$ cat config.mk
export PLATFORM = sky130hd
export DESIGN_NAME = al_param_fetch
export DESIGN_NICKNAME = d
export VERILOG_FILES = /design/src/rtl/al_param_fetch.sv
export SDC_FILE = /design/constraint.sdc
export NUM_CORES = 1
export LEC_CHECK = 0
export CELL_PAD_IN_SITES_DETAIL_PLACEMENT = 1
export CELL_PAD_IN_SITES_GLOBAL_PLACEMENT = 2
export CORE_MARGIN = 2
export CORE_UTILIZATION = 32
export CTS_CLUSTER_SIZE = 28
export DETAILED_ROUTE_END_ITERATION = 10
export PLACE_DENSITY_LB_ADDON = 0.1
export SLEW_MARGIN = 25
export SYNTH_ARGS = -nofsm -noshare
export SYNTH_HDL_FRONTEND = slang
export SYNTH_SLANG_ARGS = --single-unit
$ cat constraint.sdc
create_clock -name CLK40 -period 3.7 [get_ports CLK40]
set_clock_uncertainty 0.2 [all_clocks]
set_input_delay 0.74 -clock CLK40 [delete_from_list [all_inputs] [get_ports CLK40]]
set_output_delay 0.74 -clock CLK40 [all_outputs]
set_load 0.02 [all_outputs]
$ cat src/rtl/al_param_fetch.sv
// Autoload parameter fetch: reads header/threshold/check words from flash and hands the threshold to the DAC loader.
// Optional build macro AL_CHKSUM_EN enables verification of the check word (header XOR threshold word).
//
// state | meaning
// IDLE  | waiting for AL_START after reset
// CLR   | clear downstream done flag
// HDR   | read and validate header word
// THR   | read threshold word
// CHK   | read check word
// CAPT  | strobe new threshold into the DAC loader
// WDONE | wait for the DAC loader to finish
// DFLT  | strobe default threshold load
// WDFLT | wait for default load to finish
// DONE  | flash value applied
// FAIL  | failure, default applied or attempted
module al_param_fetch #(
  parameter int          TIMEOUT = 40000,
  parameter logic [15:0] MAGIC   = 16'hA1C5
) (
  input  logic        CLK40,
  input  logic        RST,
  input  logic        AL_START,
  output logic        RD_REQ,
  input  logic        RD_VALID,
  input  logic [15:0] RD_DATA,
  output logic        CLR_AL_DONE,
  output logic        CAPTURE,
  output logic        LOAD_DFLT,
  output logic [11:0] BPI_AL_REG,
  input  logic        CDAC_DONE,
  output logic        AL_DONE,
  output logic        AL_ERR,
  output logic [2:0]  ERR_CODE
);

  localparam int TW = (TIMEOUT > 2) ? $clog2(TIMEOUT) : 1;
  localparam logic [TW-1:0] TMR_LAST = TW'(TIMEOUT - 1);

  typedef enum logic [3:0] {
    IDLE, CLR, HDR, THR, CHK, CAPT, WDONE, DFLT, WDFLT, DONE, FAIL
  } state_t;

  state_t        state, state_nxt;
  logic [TW-1:0] tmr;
  logic [11:0]   thr;
  logic [2:0]    err_nxt;
  logic          tmo, rd_ok, chk_ok, thr_ld;

  assign tmo = (tmr == TMR_LAST);
  // The request cycle itself is not a wait cycle; data is taken from the following cycle on.
  assign rd_ok = RD_VALID && !RD_REQ;

`ifdef AL_CHKSUM_EN
  logic [3:0] thr_hi;

  always_ff @(posedge CLK40) begin
    if (thr_ld) thr_hi <= RD_DATA[15:12];
  end

  assign chk_ok = (RD_DATA == (MAGIC ^ {thr_hi, thr}));
`else
  assign chk_ok = 1'b1;
`endif

  always_comb begin
    state_nxt = state;
    err_nxt   = ERR_CODE;
    thr_ld    = 1'b0;
    case (state)
      IDLE, DONE, FAIL: begin
        if (AL_START) begin
          state_nxt = CLR;
          err_nxt   = 3'b000;
        end
      end
      CLR: state_nxt = HDR;
      HDR: begin
        if (rd_ok) begin
          if (RD_DATA == MAGIC) begin
            state_nxt = THR;
          end else begin
            state_nxt = DFLT;
            err_nxt   = 3'b010;
          end
        end else if (tmo) begin
          state_nxt = DFLT;
          err_nxt   = 3'b001;
        end
      end
      THR: begin
        if (rd_ok) begin
          thr_ld    = 1'b1;
          state_nxt = CHK;
        end else if (tmo) begin
          state_nxt = DFLT;
          err_nxt   = 3'b001;
        end
      end
      CHK: begin
        if (rd_ok) begin
          if (chk_ok) begin
            state_nxt = CAPT;
          end else begin
            state_nxt = DFLT;
            err_nxt   = 3'b011;
          end
        end else if (tmo) begin
          state_nxt = DFLT;
          err_nxt   = 3'b001;
        end
      end
      CAPT: state_nxt = WDONE;
      WDONE: begin
        if (CDAC_DONE) begin
          state_nxt = DONE;
        end else if (tmo) begin
          state_nxt = DFLT;
          err_nxt   = 3'b100;
        end
      end
      DFLT: state_nxt = WDFLT;
      WDFLT: begin
        if (CDAC_DONE || tmo) begin
          state_nxt = FAIL;
          if (!CDAC_DONE && ERR_CODE == 3'b000) err_nxt = 3'b100;
        end
      end
      default: state_nxt = IDLE;
    endcase
  end

  always_ff @(posedge CLK40) begin
    if (RST) begin
      state       <= IDLE;
      tmr         <= '0;
      thr         <= '0;
      RD_REQ      <= 1'b0;
      CLR_AL_DONE <= 1'b0;
      CAPTURE     <= 1'b0;
      LOAD_DFLT   <= 1'b0;
      AL_DONE     <= 1'b0;
      AL_ERR      <= 1'b0;
      ERR_CODE    <= 3'b000;
      BPI_AL_REG  <= 12'hFDD;
    end else begin
      state <= state_nxt;
      if (state_nxt != state || !(state_nxt inside {HDR, THR, CHK, WDONE, WDFLT}))
        tmr <= '0;
      else
        tmr <= tmr + TW'(1);
      RD_REQ      <= (state_nxt != state) && (state_nxt inside {HDR, THR, CHK});
      CLR_AL_DONE <= (state_nxt == CLR);
      CAPTURE     <= (state_nxt == CAPT);
      LOAD_DFLT   <= (state_nxt == DFLT);
      AL_DONE     <= (state_nxt == DONE);
      AL_ERR      <= (state_nxt == FAIL);
      ERR_CODE    <= err_nxt;
      if (thr_ld) thr <= RD_DATA[11:0];
      // Threshold becomes visible on the same edge that raises CAPTURE.
      if (state == CHK && state_nxt == CAPT) BPI_AL_REG <= thr;
    end
  end

endmodule

==> key figures, run 1 <==
Outcome
  – Status: finished clean

Worst setup path
  – Critical Path Start: RD_DATA[11]
  – CP startpoint kind: input pin
  – CP Class: in2reg
  – Slowest CP cell: or4b_4
  – Critical path endpoint category: flip-flop
  – Worst r2r src: state[1]
  – CP Buf/Inv Count: 2
  – WP data required: about 3700 ps
  – R2R depth: 9
  – Cell family with most CP delay: simple AND/OR/NAND/NOR gates
  – Worst reg2reg path endpoint: tmr[9]
  – Max Fanout on Critical Path: 16
  – Arr. time, crit path: ~3300 ps
  – Cell Chain, Critical Path: clkdlybuf4s50_1, or4b_4, nor4_4, nand3_2, a32o_2, o21a_1, o2111ai_4, buf_12, nor2_1
  – Slowest stage delay, CP: approximately 550 ps
  – CP endpoint: tmr[9]
  – Reg2reg setup slack: ~700 ps
  – Levels on crit path: 9

Synthesis
  – Distinct cells, synth: 61
  – Syn Inst Count: 319
  – Yosys warning total: 0
  – Synth Area in XOR/XNOR: 0.0492
  – Top-area cell type share of the netlist area: 0.397
  – Ys async rst share: 0
  – Syn avg cell area: between 8 and 9 µm²
  – Post-synth EDFFs: 0
  – Post-synth top cells: dfxtp_1 (53), nand2_1 (42), nor2_1 (35)
  – Post-synthesis sequential area ratio: 0.397
  – Mux cell area share after synthesis: 0.00750
  – Mapped Area: 0.00267 mm²
  – Top-count cell post-synth: dfxtp_1
  – Synthesized net count: 341
  – Top_reg_cell synth: dfxtp_1
  – Yosys top cell by area: dfxtp_1
  – Largest family of logic cells by synthesized area: simple AND/OR/NAND/NOR gates
  – Post-synthesis compound-gate area fraction: 0.177
  – Adder-cell share of the synthesized area: 0.00843
  – Synthesized flop and latch total: 53
  – Area contributors post-synth: dfxtp_1 (40%), nand2_1 (5.9%), a21oi_1 (5.8%)
  – Post-synthesis simple-gate area fraction: 0.301

Die
  – Die area: 0.00909 mm²
  – Core ar.: 0.00813 mm²
  – FP Rows: 33
  – Initial Util: 0.328
  – IO Count: between 40 and 50
  – Chip width: between 90 and 100 µm
  – Die Ht: 95.3 µm

Clock network
  – Post CTS Setup Buffer Count: 0
  – CTS Buffer Depth: 2
  – Clock Latency Late Sink: 300 ps
  – Post_cts resized: 0
  – Root Buffer: clkbuf_8
  – Num CTS Buffers: 5
  – H-tree Lvls: 2
  – Clock slew at reported path FFs: 100 ps
  – Sink Count: 53
  – CTS tree: built
  – Hold_buf cts: 0

STA
  – Setup TNS: 0 ps
  – Slew @ Worst Pin: 784 ps
  – Fin. Hold Viols: 0
  – FMAX: ~300 MHz
  – Final setup vio count: 0
  – RSZ-0062 raised after global routing: no
  – Slew Viols, Final: 0
  – Final period demand of the worst path: approximately 3300 ps
  – Worst slew margin: 0.477
  – Setup ws final: 424 ps
  – Crit share post-route: 0.885
  – Worst hold slack: 264 ps

Power and ir drop
  – Worst ir drop on vdd: between 0.00015 and 0.0002 V
  – PwrDens: ~600 mW/mm²
  – Leak Pwr: around 1.1 nW

Job
  – Max-Cap Viols: 0

Route
  – DR vias: 2373
  – Routed Wire Length: 6900 µm
  – DR iter-0 viols: 97
  – Drt pass-1 iters: 4
  – Antenna violation net count after detailed routing: 0
  – Routed wire per std cell: 14.8 µm
  – Vias per inst: ~5.1
  – # DRC: 0

Worst hold path
  – Min-delay worst type: reg2reg

Placed design
  – Post-DP HPWL: 5100 µm
  – Place WS: 94.4 ps
  – Port bufs: 41
  – GPL Wtd Cong: 0.777

Layout
  – Area delta synth->final: 22.6%
  – Layout cell share with drive strength beyond 1: 0.119
  – Ant diodes: 0
  – NumNets Final: 382

GRT
  – Vias in the first global route: 2383
  – First-pass GRT wire length: 11600 µm
  – Overall Global Routing Usage: 0.161
  – Number of antenna violations at the first check in global routing: 0
  – Largest net degree at the start of global routing: 28
  – GRT overflow: 0
cell usage in the layout (no fill, tap or decap), types with 6 or more instances in the layout:
master and count:
a21oi_1 31, and3_1 9, buf_4 10, clkdlybuf4s50_1 41, dfxtp_1 53, nand2_1 42
nor2_1 35, nor2_2 10, nor2b_1 7, nor3_1 17, o21ai_0 12, xnor2_1 6
xor2_1 9
layout make-up:
cell class | instances | area (µm²)
Fill cell | 976 | 4860
Multi-Input combinational cell | 242 | 1450
Sequential cell | 53 | 1060
Timing Repair Buffer | 53 | 526
Tap cell | 105 | 131
Clock buffer | 6 | 72.6
Inverter | 5 | 18.8
Clock inverter | 2 | 13.8
power breakdown:
group          switching [mW]  internal (mW)  leakage [nW]
Clock                   0.193          0.135        0.0456
Combinational           0.475          0.401         0.661
Sequential              0.113          0.641         0.429
Total                   0.781           1.18          1.14
worst register-to-register path, cell delays in order, from the launching register on:
cell and delay [ps]:
dfxtp_1 840, or2b_2 390, o32a_1 360, o31ai_1 120, a21oi_2 180, buf_4 180, nor3_4 210, o2111ai_4 150
buf_12 210, nor2_1 100
registers in the layout, indices dropped and copies added (netlist names):
name / flops
RD_REQ: 1
LOAD_DFLT: 1
CLR_AL_DONE: 1
thr: 12
tmr: 16
AL_DONE: 1
state: 4
ERR_CODE: 3
AL_ERR: 1
CAPTURE: 1
BPI_AL_REG: 12
per-stage QoR:
| stage | utilization | power, mW | instance area, µm² | std cells |
|---|---|---|---|---|
| after floorplan | - | 1.34 | 2670 | 319 |
| after global placement | 0.392 | 1.64 | 3190 | 458 |
| after detailed placement | 0.392 | 1.65 | 3190 | 458 |
| after CTS | 0.402 | 1.98 | 3270 | 466 |
| after global routing | 0.402 | 2.10 | 3270 | 466 |
| final | 0.402 | 1.96 | 3270 | 466 |
cells by family after synthesis:
family / Yosys count
simple gates: 152
compound gates: 71
flops: 53
buf+inv: 24
xor+xnor: 15
mux: 2
fa+ha+maj: 2
worst min path at each step:
| stage | from | to | slack, ps | cells past startpoint |
|---|---|---|---|---|
| floorplan | tmr[0] | tmr[0] | 240 | 1 |
| global placement | thr[6] | thr[6] | 240 | 2 |
| detailed placement | thr[6] | thr[6] | 250 | 2 |
| CTS | thr[6] | thr[6] | 270 | 2 |
| global route | thr[7] | thr[7] | 290 | 2 |
| finish | thr[3] | thr[3] | 260 | 2 |
metal layers:
layer | GRT usage | part of all wire | routed length, µm
met1 | 0.218 | 0.50 | 3450
met5 | 0 | 0 | 0
met3 | 0.0269 | 0.023 | 159
met4 | 0.0266 | 0.0077 | 53
met2 | 0.272 | 0.47 | 3230
Note: power is estimated with default switching activity, not from simulation.
==> inputs of run 2 (changes only) <==
--- a/config.mk
+++ b/config.mk
@@ -12,6 +12,7 @@
 export CTS_CLUSTER_SIZE = 28
 export DETAILED_ROUTE_END_ITERATION = 10
 export PLACE_DENSITY_LB_ADDON = 0.1
+export REMOVE_ABC_BUFFERS = 1
 export SLEW_MARGIN = 25
 export SYNTH_ARGS = -nofsm -noshare
 export SYNTH_HDL_FRONTEND = slang
==> key figures, run 2 (synthesized netlist as in run 1, its figures left out) <==
Worst setup path
  – WP data required: approximately 3700 ps
  – CP Class: in2reg
  – Levels on crit path: 9
  – Slowest stage delay, CP: around 560 ps
  – Max Fanout on Critical Path: 16
  – Cell Chain, Critical Path: clkdlybuf4s50_1, or4b_4, nor4_4, nand3_2, a32o_2, o21a_1, o2111ai_4, buf_12, nor2_1
  – CP startpoint kind: input pin
  – Critical path endpoint category: flip-flop
  – Cell family with most CP delay: simple AND/OR/NAND/NOR gates
  – CP Buf/Inv Count: 2
  – R2R depth: 8
  – Slowest CP cell: or4b_4
  – Arr. time, crit path: roughly 3300 ps

Die
  – Chip width: 95.3 µm
  – FP Rows: 33
  – Die Ht: 95.3 µm
  – Core ar.: 0.00813 mm²
  – Die area: slightly above 0.009 mm²
  – IO Count: 42
  – Initial Util: 0.328

Route
  – Antenna violation net count after detailed routing: 0
  – Routed wire per std cell: ~15 µm
  – DR vias: 2370
  – Drt pass-1 iters: 4
  – # DRC: 0
  – Vias per inst: about 5.0
  – DR iter-0 viols: between 90 and 100
  – Routed Wire Length: 7030 µm

STA
  – Crit share post-route: 0.880
  – RSZ-0062 raised after global routing: no
  – Slew Viols, Final: 0
  – Setup TNS: 0 ps
  – Slew @ Worst Pin: approximately 800 ps
  – FMAX: 307 MHz
  – Final setup vio count: 0
  – Worst slew margin: 0.476
  – Fin. Hold Viols: 0
  – Final period demand of the worst path: 3260 ps

Clock network
  – Root Buffer: clkbuf_8
  – Post CTS Setup Buffer Count: 0
  – H-tree Lvls: 2
  – Hold_buf cts: 0
  – Clock Latency Late Sink: 310 ps
  – Sink Count: 53
  – CTS tree: built
  – Num CTS Buffers: 5
  – Clock slew at reported path FFs: 100 ps
  – CTS Buffer Depth: 2
  – Post_cts resized: 0

Layout
  – Register area: 0.00106 mm²
  – Commonest non-fill, non-tap cells in the layout: dfxtp_1 (53), nand2_1 (42), clkdlybuf4s50_1 (41)
  – Commonest non-fill, non-tap cell in the layout: dfxtp_1
  – Layout cell share with drive strength beyond 1: 0.129
  – NumNets Final: 386
  – Multi-input gate area: between 0.001 and 0.0015 mm²
  – Area delta synth->final: 23.2%
  – Biggest regs: tmr x16, BPI_AL_REG x12, thr x12
  – Biggest register: tmr
  – Ant diodes: 0
  – Largest register FFs: 16
  – Utilization after layout: 0.405
  – # fillers: 1008

Power and ir drop
  – Combinational share of power: 0.451
  – Internal Power: approximately 1.2 mW
  – Sw power: 0.784 mW
  – Worst ir drop on vdd: ~0.00019 V
  – Sequential share of power: 0.379
  – Leak Pwr: 1.15 nW
  – Switching part of the total: 0.397
  – PwrDens: roughly 600 mW/mm²
  – Clock power share: 0.170

GRT
  – Vias in the first global route: about 2400
  – GRT overflow: 0
  – Number of antenna violations at the first check in global routing: 0
  – First-pass GRT wire length: 11700 µm
  – Largest net degree at the start of global routing: 37
  – Overall Global Routing Usage: 0.166

Worst hold path
  – Min-delay worst type: reg2reg
  – Hold path depth: 2

Placed design
  – Post-DP HPWL: about 5200 µm
  – Port bufs: 41
  – GPL Wtd Cong: 0.785

Job
  – Max-Cap Viols: 0

Outcome
  – Status: finished clean
==> run 2: path summary, 6_finish.rpt <==
path	from	end	slack [ps]
setup / recovery	RD_DATA[11]	tmr[8]	440
hold / removal	thr[1]	thr[1]	260
setup reg to reg	state[1]	ERR_CODE[1]	770
hold reg to reg	thr[1]	thr[1]	260
==> run 2: cell type report <==
class,count,area share
clock buffers,6,0.0221
clock inverters,2,0.00418
inverters,5,0.00570
multi-input cells,242,0.441
flip-flops and latches,53,0.322
well taps,105,0.0399
repair buffers,57,0.165
==> run 2: power groups by stage <==
stage / logic [mW] / clock network [mW] / registers [mW]
after floorplan: 0.468 / 0 / 0.796
after global placement: 0.890 / 0 / 0.759
after detailed placement: 0.895 / 0 / 0.761
after CTS: 0.899 / 0.350 / 0.747
after global routing: 0.985 / 0.372 / 0.764
final: 0.891 / 0.336 / 0.747
==> run 2: per-layer routing <==
| metal | vias up | wire length (µm) | track usage | part of all wire |
|---|---|---|---|---|
| met3 | 9 | 241 | 0.0356 | 0.034 |
| met1 | 1116 | 3560 | 0.232 | 0.51 |
| met5 | - | 0 | 0 | 0 |
| met4 | 0 | 94 | 0.0471 | 0.013 |
| met2 | 28 | 3130 | 0.259 | 0.45 |
| li1 | 1217 | - | - | - |
==> run 2: through the flow <==
stage / hold WS (ps) / total power, mW / cell area (µm²) / cells / setup slack, ps
2_1_floorplan: 230 / 1.26 / 2530 / 300 / 539
3_3_place_gp: 243 / 1.65 / 3200 / 462 / 153
3_5_place_dp: 250 / 1.66 / 3200 / 462 / 102
4_1_cts: 265 / 2.00 / 3290 / 470 / 436
5_1_grt: 287 / 2.12 / 3290 / 470 / 333
6_report: 262 / 1.97 / 3290 / 470 / 444
==> run 2: worst min-delay path, cell delays in order (launching register included) <==
cell     delay (ps)
dfxtp_1         320
nand2_1          50
a21oi_1          50
==> inputs of run 3 (changes only) <==
--- a/config.mk
+++ b/config.mk
@@ -8,9 +8,10 @@
 export CELL_PAD_IN_SITES_DETAIL_PLACEMENT = 1
 export CELL_PAD_IN_SITES_GLOBAL_PLACEMENT = 2
 export CORE_MARGIN = 2
-export CORE_UTILIZATION = 32
+export CORE_UTILIZATION = 37
 export CTS_CLUSTER_SIZE = 28
 export DETAILED_ROUTE_END_ITERATION = 10
+export DONT_BUFFER_PORTS = 1
 export PLACE_DENSITY_LB_ADDON = 0.1
 export REMOVE_ABC_BUFFERS = 1
 export SLEW_MARGIN = 25
==> key figures, run 3 (synthesized netlist as in run 1, its figures left out) <==
STA
  – Final period demand of the worst path: 3110 ps
  – FMAX: 322 MHz
  – Setup ws final: 594 ps
  – Slew @ Worst Pin: 874 ps
  – Slew Viols, Final: 0
  – RSZ-0062 raised after global routing: no
  – Fin. Hold Viols: 0
  – Worst slew margin: 0.416
  – Crit share post-route: 0.839
  – Worst hold slack: between 200 and 300 ps
  – Setup TNS: 0 ps
  – Final setup vio count: 0

Clock network
  – Clock Latency Late Sink: around 300 ps
  – Post CTS Setup Buffer Count: 0
  – H-tree Lvls: 2
  – Clock slew at reported path FFs: ~100 ps
  – CTS tree: built
  – Hold_buf cts: 0
  – Root Buffer: clkbuf_8
  – Post_cts resized: 0
  – Sink Count: 53
  – CTS Buffer Depth: 2
  – Num CTS Buffers: 5

Route
  – Routed wire per std cell: 15.8 µm
  – # DRC: 0
  – Vias per inst: 5.39
  – Drt pass-1 iters: 4
  – DR iter-0 viols: 64
  – Antenna violation net count after detailed routing: 0
  – DR vias: 2199
  – Routed Wire Length: 6450 µm

Worst setup path
  – CP Buf/Inv Count: 1
  – Arr. time, crit path: between 3000 and 4000 ps
  – Max Fanout on Critical Path: 23
  – CP startpoint kind: flip-flop
  – Cell family with most CP delay: compound AO/OA/AOI/OAI gates
  – Cell Chain, Critical Path: nor2b_2, o2bb2ai_1, a221o_1, o31a_2, a311oi_1, o2111ai_4, buf_4, nor2_1
  – CP Class: reg2reg
  – Critical path endpoint category: flip-flop
  – Slowest CP cell: dfxtp_1
  – WP data required: 3740 ps
  – Slowest stage delay, CP: 570 ps

Layout
  – Commonest non-fill, non-tap cells in the layout: dfxtp_1 (53), nand2_1 (42), nor2_1 (35)
  – Layout cell share with drive strength beyond 1: 0.115
  – Biggest register: tmr
  – Largest register FFs: 16
  – Area delta synth->final: 4.59%
  – NumNets Final: 333
  – Commonest non-fill, non-tap cell in the layout: dfxtp_1
  – Biggest regs: tmr x16, BPI_AL_REG x12, thr x12
  – Post-route insts no fill: approximately 410
  – Ant diodes: 0
  – Utilization after layout: 0.404
  – Final instance area: between 0.002 and 0.003 mm²

Die
  – FP Rows: 30
  – Chip width: 89.0 µm
  – Die Ht: 89.0 µm
  – IO Count: 42
  – Die area: approximately 0.008 mm²
  – Core ar.: 0.00691 mm²
  – Initial Util: 0.387

Outcome
  – Status: finished clean

GRT
  – Vias in the first global route: 2204
  – Largest net degree at the start of global routing: 45
  – Overall Global Routing Usage: 0.170
  – Number of antenna violations at the first check in global routing: 0
  – GRT overflow: 0
  – First-pass GRT wire length: 10600 µm

Power and ir drop
  – Power, Total: 1.83 mW
  – Leak Pwr: 0.940 nW
  – Worst ir drop on vdd: about 0.00033 V
  – PwrDens: 654 mW/mm²

Placed design
  – GPL Wtd Cong: 0.710
  – Place WS: ~460 ps
  – Post-DP HPWL: 4590 µm
  – Inst Count DP: 400
  – Port bufs: 0
  – DP Area: approximately 0.0027 mm²

Worst hold path
  – Min-delay worst type: reg2reg

Job
  – Max-Cap Viols: 0
[run 3: path summary, 6_finish.rpt]
path                  from  endpoint  slack, ps  depth (start not counted)
setup / recovery  state[2]    tmr[7]        590                          8
hold / removal      thr[7]    thr[7]        260                          2
setup reg to reg  state[2]    tmr[7]        590                          8
hold reg to reg     thr[7]    thr[7]        260                          2
[run 3: worst min-delay path: cells and delay by family (launching register included)]
kind               cells  cell delay (ps)
DFF                    1              320
and+or+nand+nor        1               50
AOI/OAI and AO/OA      1               50
[run 3: final cells by class]
type	count	area [µm²]
fill	870	4110
inverter	5	18.8
timing repair buffer	4	30.0
multi-input combinational	242	1450
sequential	53	1060
clock buffer	5	68.8
clock inverter	3	43.8
tap	96	120
[run 3: power by group]
group / total (mW) / internal (mW) / switching (mW)
sequential: 0.822 / 0.641 / 0.180
clock: 0.396 / 0.203 / 0.193
combinational: 0.608 / 0.247 / 0.361
[run 3: routing by layer]
layer | wire [µm] | track usage | vias to the layer above
met2 | 2850 | 0.278 | 48
met5 | 0 | 0 | -
met3 | 330 | 0.0332 | 4
met1 | 3220 | 0.233 | 1043
li1 | - | - | 1104
met4 | 49 | 0.0434 | 0
